==> config.mk <==
export PLATFORM = sky130hd
export DESIGN_NAME = switch_sched
export DESIGN_NICKNAME = d
export VERILOG_FILES = /design/src/rtl/switch_sched_pkg.sv /design/src/rtl/switch_sched_rr_alloc.sv /design/src/rtl/switch_sched.sv
export SDC_FILE = /design/constraint.sdc
export NUM_CORES = 1
export LEC_CHECK = 0
export BUFFER_PORTS_ARGS = -buffer_cell sky130_fd_sc_hd__buf_2
export CAP_MARGIN = 30
export CORE_UTILIZATION = 50
export DETAILED_ROUTE_END_ITERATION = 10
export PLACE_DENSITY_LB_ADDON = 0.15
export SETUP_SLACK_MARGIN = 0.3
export SLEW_MARGIN = 10
export SYNTH_ARGS = -nofsm -noshare
export SYNTH_HDL_FRONTEND = slang
export SYNTH_SLANG_ARGS = --single-unit
==> constraint.sdc <==
create_clock -name clk -period 6.1 [get_ports clk]
set_clock_uncertainty 0.15 [all_clocks]
set_input_delay 0.61 -clock clk [delete_from_list [all_inputs] [get_ports clk]]
set_output_delay 0.61 -clock clk [all_outputs]
set_load 0.03 [all_outputs]
==> src/rtl/switch_sched_pkg.sv <==
// Shared types and constants for the 4-port crossbar burst scheduler.
package switch_sched_pkg;

  localparam int NUM_PORTS    = 4;
  localparam int SEL_W        = $clog2(NUM_PORTS);
  localparam int LEN_W        = 4;
  localparam int STARVE_LIMIT = 15;

  typedef logic [NUM_PORTS-1:0] port_mask_t;
  typedef logic [LEN_W-1:0]     burst_len_t;

  typedef enum logic {
    IDLE = 1'b0,
    XFER = 1'b1
  } sched_state_e;

endpackage

==> src/rtl/switch_sched_rr_alloc.sv <==
// Combinational masked round-robin allocator: all-or-nothing multicast grants,
// priority inputs scanned first with their outputs reserved against later inputs.
module switch_sched_rr_alloc
  import switch_sched_pkg::*;
(
  input  logic [NUM_PORTS-1:0]           i_req,
  input  logic [NUM_PORTS*NUM_PORTS-1:0] i_masks,
  input  logic [NUM_PORTS-1:0]           i_free,
  input  logic [NUM_PORTS-1:0]           i_prio,
  input  logic [SEL_W-1:0]               i_ptr,
  output logic [NUM_PORTS-1:0]           o_grant,
  output logic [SEL_W-1:0]               o_next_ptr
);

  port_mask_t w_avail;
  port_mask_t w_mask;
  logic       w_found;
  int         w_idx;

  always_comb begin
    w_avail    = i_free;
    w_mask     = '0;
    w_found    = 1'b0;
    w_idx      = 0;
    o_grant    = '0;
    o_next_ptr = i_ptr;
    // Pass 0 scans starved inputs, pass 1 the rest; a starved loser still holds its outputs.
    for (int pass = 0; pass < 2; pass++) begin
      for (int k = 0; k < NUM_PORTS; k++) begin
        w_idx = (int'(i_ptr) + k) % NUM_PORTS;
        if (i_req[w_idx] && (i_prio[w_idx] == (pass == 0))) begin
          w_mask = i_masks[w_idx*NUM_PORTS +: NUM_PORTS];
          if ((w_mask & ~w_avail) == '0) begin
            o_grant[w_idx] = 1'b1;
            w_avail        = w_avail & ~w_mask;
          end else if (pass == 0) begin
            w_avail = w_avail & ~w_mask;
          end
        end
      end
    end
    for (int k = 0; k < NUM_PORTS; k++) begin
      w_idx = (int'(i_ptr) + k) % NUM_PORTS;
      if (!w_found && o_grant[w_idx]) begin
        w_found    = 1'b1;
        o_next_ptr = SEL_W'((w_idx + 1) % NUM_PORTS);
      end
    end
  end

endmodule

==> src/rtl/switch_sched.sv <==
// Burst-level crossbar scheduler: holds input->output connections for whole packets.
// Optional starvation guard enabled by defining SCHED_STARVE_GUARD_EN.
module switch_sched
  import switch_sched_pkg::*;
(
  input  logic                           clk,
  input  logic                           rst_n,
  input  logic [NUM_PORTS*NUM_PORTS-1:0] i_req_dst,
  input  logic [NUM_PORTS*LEN_W-1:0]     i_req_len,
  input  logic [NUM_PORTS-1:0]           i_out_ready,
  output logic [NUM_PORTS-1:0]           o_pop,
  output logic [NUM_PORTS*SEL_W-1:0]     o_mux_sel,
  output logic [NUM_PORTS-1:0]           o_active,
  output logic [NUM_PORTS-1:0]           o_busy
);

  sched_state_e                 r_state     [NUM_PORTS];
  sched_state_e                 w_state_nxt [NUM_PORTS];
  burst_len_t                   r_cnt       [NUM_PORTS];
  port_mask_t                   r_dst       [NUM_PORTS];
  port_mask_t                   r_active, w_active_nxt;
  logic [NUM_PORTS*SEL_W-1:0]   r_sel, w_sel_nxt;
  logic [SEL_W-1:0]             r_ptr, w_ptr_nxt;
  port_mask_t                   w_req, w_grant, w_pop, w_last, w_prio;

  always_comb begin
    w_req  = '0;
    w_pop  = '0;
    w_last = '0;
    o_busy = '0;
    for (int i = 0; i < NUM_PORTS; i++) begin
      w_req[i]  = (r_state[i] == IDLE) && (i_req_dst[i*NUM_PORTS +: NUM_PORTS] != '0);
      // A multicast beat moves only when every latched destination is ready.
      w_pop[i]  = (r_state[i] == XFER) && ((r_dst[i] & ~i_out_ready) == '0);
      w_last[i] = w_pop[i] && (r_cnt[i] == '0);
      o_busy[i] = (r_state[i] == XFER);
    end
  end

  switch_sched_rr_alloc u_alloc (
    .i_req      (w_req),
    .i_masks    (i_req_dst),
    .i_free     (~r_active),
    .i_prio     (w_prio),
    .i_ptr      (r_ptr),
    .o_grant    (w_grant),
    .o_next_ptr (w_ptr_nxt)
  );

`ifdef SCHED_STARVE_GUARD_EN
  localparam int WAIT_W = $clog2(STARVE_LIMIT + 1);
  logic [WAIT_W-1:0] r_wait [NUM_PORTS];

  always_ff @(posedge clk or negedge rst_n) begin
    if (!rst_n) begin
      for (int i = 0; i < NUM_PORTS; i++) r_wait[i] <= '0;
    end else begin
      for (int i = 0; i < NUM_PORTS; i++) begin
        if (w_grant[i])
          r_wait[i] <= '0;
        else if (w_req[i] && (r_wait[i] != WAIT_W'(STARVE_LIMIT)))
          r_wait[i] <= r_wait[i] + 1'b1;
      end
    end
  end

  always_comb begin
    w_prio = '0;
    for (int i = 0; i < NUM_PORTS; i++) w_prio[i] = (r_wait[i] == WAIT_W'(STARVE_LIMIT));
  end
`else
  assign w_prio = '0;
`endif

  always_comb begin
    for (int i = 0; i < NUM_PORTS; i++) begin
      w_state_nxt[i] = r_state[i];
      case (r_state[i])
        IDLE:    if (w_grant[i]) w_state_nxt[i] = XFER;
        XFER:    if (w_last[i])  w_state_nxt[i] = IDLE;
        default: w_state_nxt[i] = IDLE;
      endcase
    end
  end

  always_ff @(posedge clk or negedge rst_n) begin
    if (!rst_n) begin
      for (int i = 0; i < NUM_PORTS; i++) r_state[i] <= IDLE;
    end else begin
      for (int i = 0; i < NUM_PORTS; i++) r_state[i] <= w_state_nxt[i];
    end
  end

  // Releases and grants never touch the same output in one cycle: grants need free outputs.
  always_comb begin
    w_active_nxt = r_active;
    w_sel_nxt    = r_sel;
    for (int i = 0; i < NUM_PORTS; i++) begin
      if (w_last[i]) w_active_nxt = w_active_nxt & ~r_dst[i];
    end
    for (int i = 0; i < NUM_PORTS; i++) begin
      for (int o = 0; o < NUM_PORTS; o++) begin
        if (w_grant[i] && i_req_dst[i*NUM_PORTS + o]) begin
          w_active_nxt[o]                = 1'b1;
          w_sel_nxt[o*SEL_W +: SEL_W]    = SEL_W'(i);
        end
      end
    end
  end

  always_ff @(posedge clk or negedge rst_n) begin
    if (!rst_n) begin
      r_active <= '0;
      r_sel    <= '0;
      r_ptr    <= '0;
      for (int i = 0; i < NUM_PORTS; i++) begin
        r_cnt[i] <= '0;
        r_dst[i] <= '0;
      end
    end else begin
      r_active <= w_active_nxt;
      r_sel    <= w_sel_nxt;
      if (w_grant != '0) r_ptr <= w_ptr_nxt;
      for (int i = 0; i < NUM_PORTS; i++) begin
        if (w_grant[i]) begin
          r_cnt[i] <= i_req_len[i*LEN_W +: LEN_W];
          r_dst[i] <= i_req_dst[i*NUM_PORTS +: NUM_PORTS];
        end else if (w_pop[i] && (r_cnt[i] != '0)) begin
          r_cnt[i] <= r_cnt[i] - 1'b1;
        end
      end
    end
  end

  assign o_pop     = w_pop;
  assign o_active  = r_active;
  assign o_mux_sel = r_sel;

endmodule

-- After elaboration in Yosys (flattened, before gate mapping)
Index checks and enable logic that the tools add are counted.
- register bits: 50
- input bits: 38
- add/sub/neg operators: 10
- magnitude comparators: 8
- shift operators: 4
- mux-type cells: 130
- bitwise operators: 59
- reductions and logical operators: 88
- operators by type and width (kind ; number):
    $mux W4 ; 38
    $and A4 B4 Y4 ; 23
    $not A4 Y4 ; 18
    $logic_not A4 Y1 ; 16
    $shiftx A16 B5 Y4 ; 4
    $reduce_bool A4 Y1 ; 14
    $mux W1 ; 52
    $logic_and A1 B1 Y1 ; 47
    $mux W2 ; 20
    $or A4 B4 Y4 ; 7
    $bmux W1 S2 ; 12
    $sub A4 B1 Y4 const B ; 4
    $lt A3 B4 Y1 const B ; 3
    $add A2 B2 Y2 const B ; 5
    $ge A3 B1 Y1 const B ; 3
    $demux W1 S2 ; 4
    $not A1 Y1 ; 8
    $pmux W1 S2 ; 4
    $reduce_bool A2 Y1 ; 4
    $reduce_or A2 Y1 ; 3
    $and A1 B1 Y1 const A ; 3
    $logic_not A1 Y1 ; 3
    $lt A2 B3 Y1 const B ; 1
    $add A2 B1 Y2 const B ; 1
    2 further kinds ; 2

-- Logic depth before layout (Yosys ltp)
Gate-level depths: netlist of run 1.
- word-level depth: 45
- mapped depth: 17

-- Hierarchy
Synthesis of run 1 repeated with hierarchy kept, for this count alone.
- cells, all modules: 488
- area total of the unflattened synthesis: 4365.4 µm²
- modules (own cells, without submodules) (module ; instances ; cells each ; area an instance (µm²) ; seq. area each (µm²)):
    switch_sched ; 1 ; 291 ; 2586.2 ; 1251.2
    switch_sched_rr_alloc ; 1 ; 197 ; 1779.2 ; 0.0

-- Worst setup path after synthesis of run 1
Ideal clock, no wire load.
- path kind: register -> register
- start point: reg r_ptr[1]
- end point: reg r_dst[14] (netlist bit)
- arrival time: 3996 ps
- required time: 5822 ps
- path slack: 1827 ps
- stages on the path, launching flop included: 16
- path buffers: 5
- clock period less this slack: 4273 ps
- path through: dfrtp_1 buf_2 inv_1 ha_1 buf_2 mux2i_1 o22ai_1 a2111oi_0 and3_1 clkbuf_1 a311oi_2 a211o_1 o21ai_2 buf_2 buf_2 mux2_1
- word-level cells in the longest chain between the ends: 31
- ends and longest elaborated chain (item ; RTL line ; source):
    start: declaration ; switch_sched.sv:23 ; logic [SEL_W-1:0] r_ptr, w_ptr_nxt;
    start signal: assignment ; switch_sched.sv:123 ; if (w_grant != '0) r_ptr <= w_ptr_nxt;
    $add A2 B1 Y2 ; switch_sched_rr_alloc.sv:30 ; w_idx = (int'(i_ptr) + k) % NUM_PORTS;
    $reduce_or A2 Y1 (no source line) ; - ;
    $and A1 B1 Y1 (no source line) ; - ;
    $shiftx A16 B5 Y4 ; switch_sched_rr_alloc.sv:32 ; w_mask = i_masks[w_idx*NUM_PORTS +: NUM_PORTS];
    $not A4 Y4 ; switch_sched_rr_alloc.sv:35, switch_sched_rr_alloc.sv:37 ;
    $and A4 B4 Y4 ; switch_sched_rr_alloc.sv:35, switch_sched_rr_alloc.sv:37 ;
    $mux W4 ; switch_sched_rr_alloc.sv:31 ; if (i_req[w_idx] && (i_prio[w_idx] == (pass == 0))) begin
    $and A4 B4 Y4 ; switch_sched_rr_alloc.sv:35, switch_sched_rr_alloc.sv:37 ;
    [... 15 more ...] ; - ;
    $logic_not A4 Y1 ; switch_sched_rr_alloc.sv:33 ; if ((w_mask & ~w_avail) == '0) begin
    $mux W4 ; switch_sched_rr_alloc.sv:33 ;
    $mux W4 ; switch_sched_rr_alloc.sv:31 ;
    $not A4 Y4 ; switch_sched_rr_alloc.sv:33 ;
    $and A4 B4 Y4 ; switch_sched_rr_alloc.sv:33 ;
    $logic_not A4 Y1 ; switch_sched_rr_alloc.sv:33 ;
    $mux W4 ; switch_sched_rr_alloc.sv:33 ;
    $mux W4 * ; switch_sched_rr_alloc.sv:31 ;
    end signal: indexed assignment ; switch_sched.sv:127 ; r_dst[i] <= i_req_dst[i*NUM_PORTS +: NUM_PORTS];
    end: declaration ; switch_sched.sv:20 ; port_mask_t r_dst [NUM_PORTS];
Mark *: on every way between the ends. The rest lies on a longest branch, timed or not. The select of a mux whose other input is x is not followed.
A chain may end at the register's enable or synchronous reset.

-- Final worst setup path of run 1
- start point: reg r_ptr[0]
- end point: reg r_ptr[1]
- word-level cells in the longest chain between the ends: 44
- ends and longest elaborated chain (item ; RTL line ; source):
    $add A2 B1 Y2 ; switch_sched_rr_alloc.sv:30, switch_sched_rr_alloc.sv:43, switch_sched_rr_alloc.sv:46 ;
    $reduce_or A2 Y1 (no source line) ; - ;
    $and A1 B1 Y1 (no source line) ; - ;
    $shiftx A16 B5 Y4 ; switch_sched_rr_alloc.sv:32 ;
    $not A4 Y4 ; switch_sched_rr_alloc.sv:35, switch_sched_rr_alloc.sv:37 ;
    $and A4 B4 Y4 ; switch_sched_rr_alloc.sv:35, switch_sched_rr_alloc.sv:37 ;
    $mux W4 ; switch_sched_rr_alloc.sv:31 ;
    $and A4 B4 Y4 ; switch_sched_rr_alloc.sv:35, switch_sched_rr_alloc.sv:37 ;
    [... 28 more ...] ; - ;
    $mux W1 ; switch_sched_rr_alloc.sv:44 ; if (!w_found && o_grant[w_idx]) begin
    $logic_not A1 Y1 ; switch_sched_rr_alloc.sv:44 ;
    $logic_and A1 B1 Y1 ; switch_sched_rr_alloc.sv:44 ;
    $mux W1 ; switch_sched_rr_alloc.sv:44 ;
    $logic_not A1 Y1 ; switch_sched_rr_alloc.sv:44 ;
    $logic_and A1 B1 Y1 ; switch_sched_rr_alloc.sv:44 ;
    $reduce_bool A4 Y1 (no source line) ; - ;
    $reduce_and A2 Y1 (no source line) ; - ;
Parallel ways exist; a longest one is shown, timed or not. The select of a mux whose other input is x is not followed.

==> impl_metrics.env, run 1 <==
export IMPL_arrival_ps=5230
export IMPL_post_drt_wl_per_cell_um=18.7
export IMPL_synth_edf_count=0
export IMPL_hold_class="in2async"
export IMPL_worstSetupEndpointType="register"
export IMPL_period_share_pct=85.2
export IMPL_final_cells=575
export IMPL_peakVddDrop_uv=304
export IMPL_setup_viol=0
export IMPL_cts_setup_buffers=0
export IMPL_rows=31
export IMPL_sw_frac_of_total_pct=50.0
export IMPL_cts_root_buffer="clkbuf_8"
export IMPL_synthArstFlopShare_pct=100
export IMPL_hold_buffers=0
export IMPL_min_period_ps=5200
export IMPL_synth_cell_types=56
export IMPL_syn_instance_count=429
export IMPL_fill_cells=688
export IMPL_drive_above_1_share_pct=23.1
export IMPL_grt_pass1_vias=3396
export IMPL_status="finished clean"
export IMPL_die_width_um=90.8
export IMPL_drv_cap=0
export IMPL_crit_required_ps=6130
export IMPL_p_clk_share_pct=8.5
export IMPL_worst_slack_ps=902
export IMPL_switchingPower_uw=1410
export IMPL_rrSetupSlack_ps=900
export IMPL_cts_repair_resized=0
export IMPL_synth_compound_area_share_pct=19.7
export IMPL_via_per_inst=6.36
export IMPL_initial_core_util_pct=52.9
export IMPL_syn_cell_area_sq_um=3940
export IMPL_io_pins=58
export IMPL_detail_route_first_pass_iterations=5
export IMPL_core_area_sq_um=7450
export IMPL_drt_iter0_drc=353
export IMPL_dp_cells=567
export IMPL_leakage_uw=0.00191
export IMPL_cts_tree="done"
export IMPL_gp_congestion=0.925
export IMPL_avgSynthCellArea_sq_um=9.18
export IMPL_ys_seq_area_share_pct=31.8
export IMPL_ant_nets=0
export IMPL_reg2reg_to="r_ptr[1]"
export IMPL_tightest_slew_ps=967
export IMPL_synth_simple_area_share_pct=18.7
export IMPL_max_freq_mhz=192
export IMPL_path_cells="inv_1, ha_1, mux2_2, o2bb2ai_1, a2111oi_0, and3_1, a311oi_2, a211o_1, o21ai_2, o22ai_1, o221a_2, o21ai_2, a41oi_2"
export IMPL_synth_area_mux_share_pct=18.4
export IMPL_critPathLaunchType="register"
export IMPL_routed_wl_um=10700
export IMPL_port_buffers=57
export IMPL_grt_max_degree=51
export IMPL_place_ws_ps=978
export IMPL_p_int_uw=1410
export IMPL_reg2reg_from="r_ptr[0]"
export IMPL_cpMostUsedCell="o21ai_2"
export IMPL_drc=0
export IMPL_post_route_util_pct=58.9
export IMPL_fp_dieArea_sq_um=8240
export IMPL_finalSetupTns_ps=0
export IMPL_grt_pass1_wl_um=17700
export IMPL_routed_via_count=3655
export IMPL_cts_max_level=2
export IMPL_synth_top_family_by_area="compound AO/OA/AOI/OAI gates"
export IMPL_p_comb_share_pct=68.5
export IMPL_cpMaxStageDelayCell="ha_1"
export IMPL_antenna_found_initial=0
export IMPL_crit_fanout=25
export IMPL_critPathKind="reg2reg"
export IMPL_synthAdderAreaFrac_pct=3.18
export IMPL_seq_power_share_pct=23.0
export IMPL_slew_viol_final=0
export IMPL_post_dp_hpwl_um=7890
export IMPL_clock_latency_ps=310
export IMPL_final_nets=523
export IMPL_final_area_sq_um=4390
export IMPL_antenna_cells=0
export IMPL_netlist_area_leader_share_pct=31.8
export IMPL_synth_largest_area_cell="dfrtp_1"
export IMPL_report_final_hold_viol_count=0
export IMPL_crit_path_max_incr_delay_ps=940
export IMPL_grt_overflow=0
export IMPL_numCtsBuffers=5
export IMPL_cts_sinks=50
export IMPL_slew_headroom_pct=35.5
export IMPL_synth_area_top_cells="dfrtp_1 (32%), mux4_2 (13%), nand2_1 (6.4%)"
export IMPL_cts_max_path_buffers=2
export IMPL_die_y_um=90.8
export IMPL_rsz0062_at_grt="false"
export IMPL_yosys_warnings=0
export IMPL_synth_xor_area_share_pct=2.67
export IMPL_r2r_cells=13
export IMPL_synth_seq_cells=50
export IMPL_track_usage_pct=27.1
export IMPL_placed_cell_area_sq_um=4280
export IMPL_ys_dominant_reg_cell="dfrtp_1"
export IMPL_clk_pin_slew_ps=90
export IMPL_synth_commonest_cells="nand2_1 (67), dfrtp_1 (50), nor2_1 (31), inv_1 (28), o21ai_0 (27)"
export IMPL_synth_nets=477
export IMPL_syn2layout_area_growth_pct=11.3
export IMPL_powerDensity_nw_per_um2=642
export IMPL_yosysMostFrequentCell="nand2_1"
worst max-delay path: cells and delay by family, from the launching register on:
kind	cells	cell delay (ps)
compound gates	9	2640
fa+ha+maj	1	940
buf+inv	1	150
flops	1	350
mux	1	420
simple gates	1	420
through the flow:
step / hold WS [ps] / total power, uW
after floorplan: 164 / 2150
after global placement: 326 / 2530
after detailed placement: 335 / 2560
after CTS: 271 / 2800
after global routing: 318 / 3040
final: 246 / 2810
power groups by stage:
stage	combinational (uW)	sequential (uW)	clock, uW
final	1930	647	238
after global routing	2120	666	255
after CTS	1920	644	245
after detailed placement	1910	649	0
after global placement	1880	646	0
after floorplan	1430	722	0
layout by cell type, fill, tap and decap left out, types with 5 or more instances in the layout:
cell,n
nand2_1,67
nand4_1,6
inv_1,28
o21ai_2,5
and3_1,6
nor2_1,31
mux4_2,22
a21oi_1,13
dfrtp_1,50
o21ai_0,27
nor4_1,9
mux2_2,7
nand3_1,18
mux2i_1,10
xnor2_1,8
clkbuf_8,5
ha_1,10
a22o_1,5
a22oi_1,11
o22ai_1,9
a222oi_1,8
buf_2,57
sequential cells by signal, indices dropped and copies added (netlist names):
signal     count
o_active       4
o_mux_sel      8
r_cnt         16
o_busy         4
r_dst         16
r_ptr          2
per-layer routing:
| metal | wire length (um) | share of wire [%] | track usage [%] | up-vias |
|---|---|---|---|---|
| li1 | - | - | - | 1694 |
| met4 | 238 | 2.2 | 9.54 | 0 |
| met1 | 4590 | 43 | 37.0 | 1771 |
| met3 | 788 | 7.3 | 4.71 | 18 |
| met2 | 5110 | 48 | 43.4 | 172 |
| met5 | 0 | 0 | 0 | - |
cell families (layout without fill, tap and decap cells):
| logic type | count (synthesis) | in the layout |
|---|---|---|
| flip-flops | 50 | 50 |
| multiplexers | 42 | 42 |
| adder cells (fa/ha/maj) | 10 | 10 |
| AND/OR/NAND/NOR | 157 | 157 |
| buffers and inverters | 51 | 98 |
| XOR/XNOR | 12 | 12 |
| AO/OA/AOI/OAI | 107 | 107 |
worst max path at each step:
stage | startpoint | end | cells past startpoint
after global routing | r_ptr[0] | r_ptr[1] | 13
final | r_ptr[0] | r_ptr[1] | 13
after floorplan | r_ptr[1] | r_dst[14] | 15
after CTS | r_ptr[0] | r_ptr[1] | 13
after detailed placement | r_ptr[0] | r_ptr[1] | 13
after global placement | r_ptr[0] | r_ptr[1] | 13
layout make-up:
cell class	instances	area [sq um]	share of cell area [%]
repair buffers	62	330	7.53
flip-flops and latches	50	1250	28.5
clock inverters	2	37.5	0.856
inverters	28	105	2.40
multi-input cells	328	2460	56.2
well taps	99	124	2.82
clock buffers	6	72.6	1.65
Note: power is estimated with default switching activity, not from simulation.
==> run 2: changes to the inputs <==
==> constraint.sdc (replaced) <==
create_clock -name clk -period 5 [get_ports clk]
set_clock_uncertainty 0.15 [all_clocks]
set_input_delay 0.5 -clock clk [delete_from_list [all_inputs] [get_ports clk]]
set_output_delay 0.5 -clock clk [all_outputs]
set_load 0.03 [all_outputs]
==> run 2 against run 1 <==
Non-clock buffer count increased by 6. Global-route usage increased by 0.83 points. Clock power increased by 21%. Sequential cell count unchanged. Critical endpoint unchanged. Fmax increased by 17%. Hold slack got worse by 110 ps. Power increased by 25%. Die area unchanged. Via count increased by 1.4%. First-iteration DRC count decreased by 13%. Largest power group unchanged. Sequential power increased by 22%.
==> impl_metrics.env, run 2 (synthesis gave the netlist of run 1 again) <==
export IMPL_grt_max_degree=51
export IMPL_track_usage_pct=28.0
export IMPL_critPathKind="reg2reg"
export IMPL_drt_iter0_drc=308
export IMPL_rrSetupSlack_ps=540
export IMPL_cts_sinks=50
export IMPL_post_route_util_pct=59.6
export IMPL_slew_headroom_pct=43.0
export IMPL_cts_root_buffer="clkbuf_8"
export IMPL_finalSetupTns_ps=0
export IMPL_cts_max_level=2
export IMPL_ant_nets=0
export IMPL_worstSetupEndpointType="register"
export IMPL_crit_fanout=23
export IMPL_drv_cap=0
export IMPL_cts_tree="done"
export IMPL_die_width_um=90.8
export IMPL_routed_wl_um=11000
export IMPL_core_area_sq_um=7450
export IMPL_status="finished clean"
export IMPL_antenna_cells=0
export IMPL_clock_latency_ps=310
export IMPL_final_common_cell="nand2_1"
export IMPL_io_pins=58
export IMPL_powerDensity_nw_per_um2=792
export IMPL_leakage_uw=0.00194
export IMPL_placed_cell_area_sq_um=4310
export IMPL_fp_dieArea_sq_um=8240
export IMPL_period_share_pct=89.2
export IMPL_drc=0
export IMPL_hold_buffers=0
export IMPL_post_drt_wl_per_cell_um=18.9
export IMPL_arrival_ps=4490
export IMPL_routed_via_count=3705
export IMPL_slew_viol_final=0
export IMPL_port_buffers=57
export IMPL_hold_class="in2async"
export IMPL_final_cell_mix="nand2_1 (67), buf_2 (57), dfrtp_1 (50)"
export IMPL_critPathLaunchType="register"
export IMPL_initial_core_util_pct=52.9
export IMPL_clk_pin_slew_ps=100
export IMPL_max_freq_mhz=224
export IMPL_via_per_inst=6.38
export IMPL_drive_above_1_share_pct=24.3
export IMPL_syn2layout_area_growth_pct=12.6
export IMPL_rsz0062_at_grt="false"
export IMPL_post_dp_hpwl_um=8240
export IMPL_report_final_hold_viol_count=0
export IMPL_cts_max_path_buffers=2
export IMPL_gp_congestion=0.979
export IMPL_final_nets=529
export IMPL_setup_viol=0
export IMPL_min_period_ps=4460
export IMPL_die_y_um=90.8
export IMPL_cts_setup_buffers=0
export IMPL_grt_pass1_vias=3712
export IMPL_grt_overflow=0
export IMPL_power_total_uw=3510
export IMPL_grt_pass1_wl_um=18500
export IMPL_antenna_found_initial=0
export IMPL_rows=31
export IMPL_numCtsBuffers=5
export IMPL_final_area_sq_um=4440
export IMPL_tightest_slew_ps=848
export IMPL_crit_required_ps=5030
export IMPL_detail_route_first_pass_iterations=7
export IMPL_peakVddDrop_uv=398
[run 2: cell types whose count changed in the layout (fill, tap and decap cells not counted)]
cell	delta
buf_8	-1
a311oi_2	-1
ha_1	-1
a311oi_4	+1
ha_2	+1
buf_4	+7
[run 2: final timing paths]
kind	startpoint	end	cells past startpoint
worst min-delay path	rst_n	r_cnt[14]	2
worst max register to register	r_ptr[1]	r_ptr[1]	14
worst min register to register	o_mux_sel[3]	o_mux_sel[3]	2
max in group asynchronous	rst_n	o_mux_sel[1]	2
min in group clk	i_req_len[15]	r_cnt[3]	3
worst max-delay path	r_ptr[1]	r_ptr[1]	14
[run 2: per-stage QoR]
stage	hold slack [ps]	cells	worst slack, ps
finish	135	581	541
detailed placement	334	573	528
global route	217	581	305
floorplan	54.4	429	727
global placement	330	573	658
CTS	158	581	520
[run 2: area by class of cell]
type,instances,area (sq um)
clock buffers,6,72.6
clock inverters,2,37.5
fillers,685,3010
inverters,28,105
multi-input cells,328,2480
flip-flops and latches,50,1250
well taps,99,124
repair buffers,68,368
[run 2: metal layers]
metal / wire length, um / GRT usage, % / part of all wire, % / vias to the layer above
li1: - / - / - / 1711
met1: 4650 / 37.1 / 42 / 1786
met2: 5320 / 45.3 / 48 / 178
met3: 769 / 4.38 / 7.0 / 30
met4: 259 / 12.1 / 2.4 / 0
met5: 0 / 0 / 0 / -
[run 2: power breakdown]
part	leakage, uW	internal [uW]	switching, uW
Combinational	0.00130	985	1450
Clock	0.0000514	149	139
Sequential	0.000590	624	165
Total	0.00194	1760	1750
[run 2: timing repair]
action | in CTS | in global routing
gates resized for setup | 0 | 2
endpoints found under the setup margin | 0 | 2
hold endpoints to repair | 0 | 0
[run 2: critical path: stages, from the launching register on]
cell and delay (ps):
dfrtp_1 350, inv_1 130, ha_2 550, mux2_2 390, o2bb2ai_1 120, a2111oi_0 460
and3_1 460, a31oi_1 170, o2111ai_2 350, o21ai_2 120, buf_4 220, mux4_2 490
o221a_2 150, o21ai_2 120, a41oi_2 100
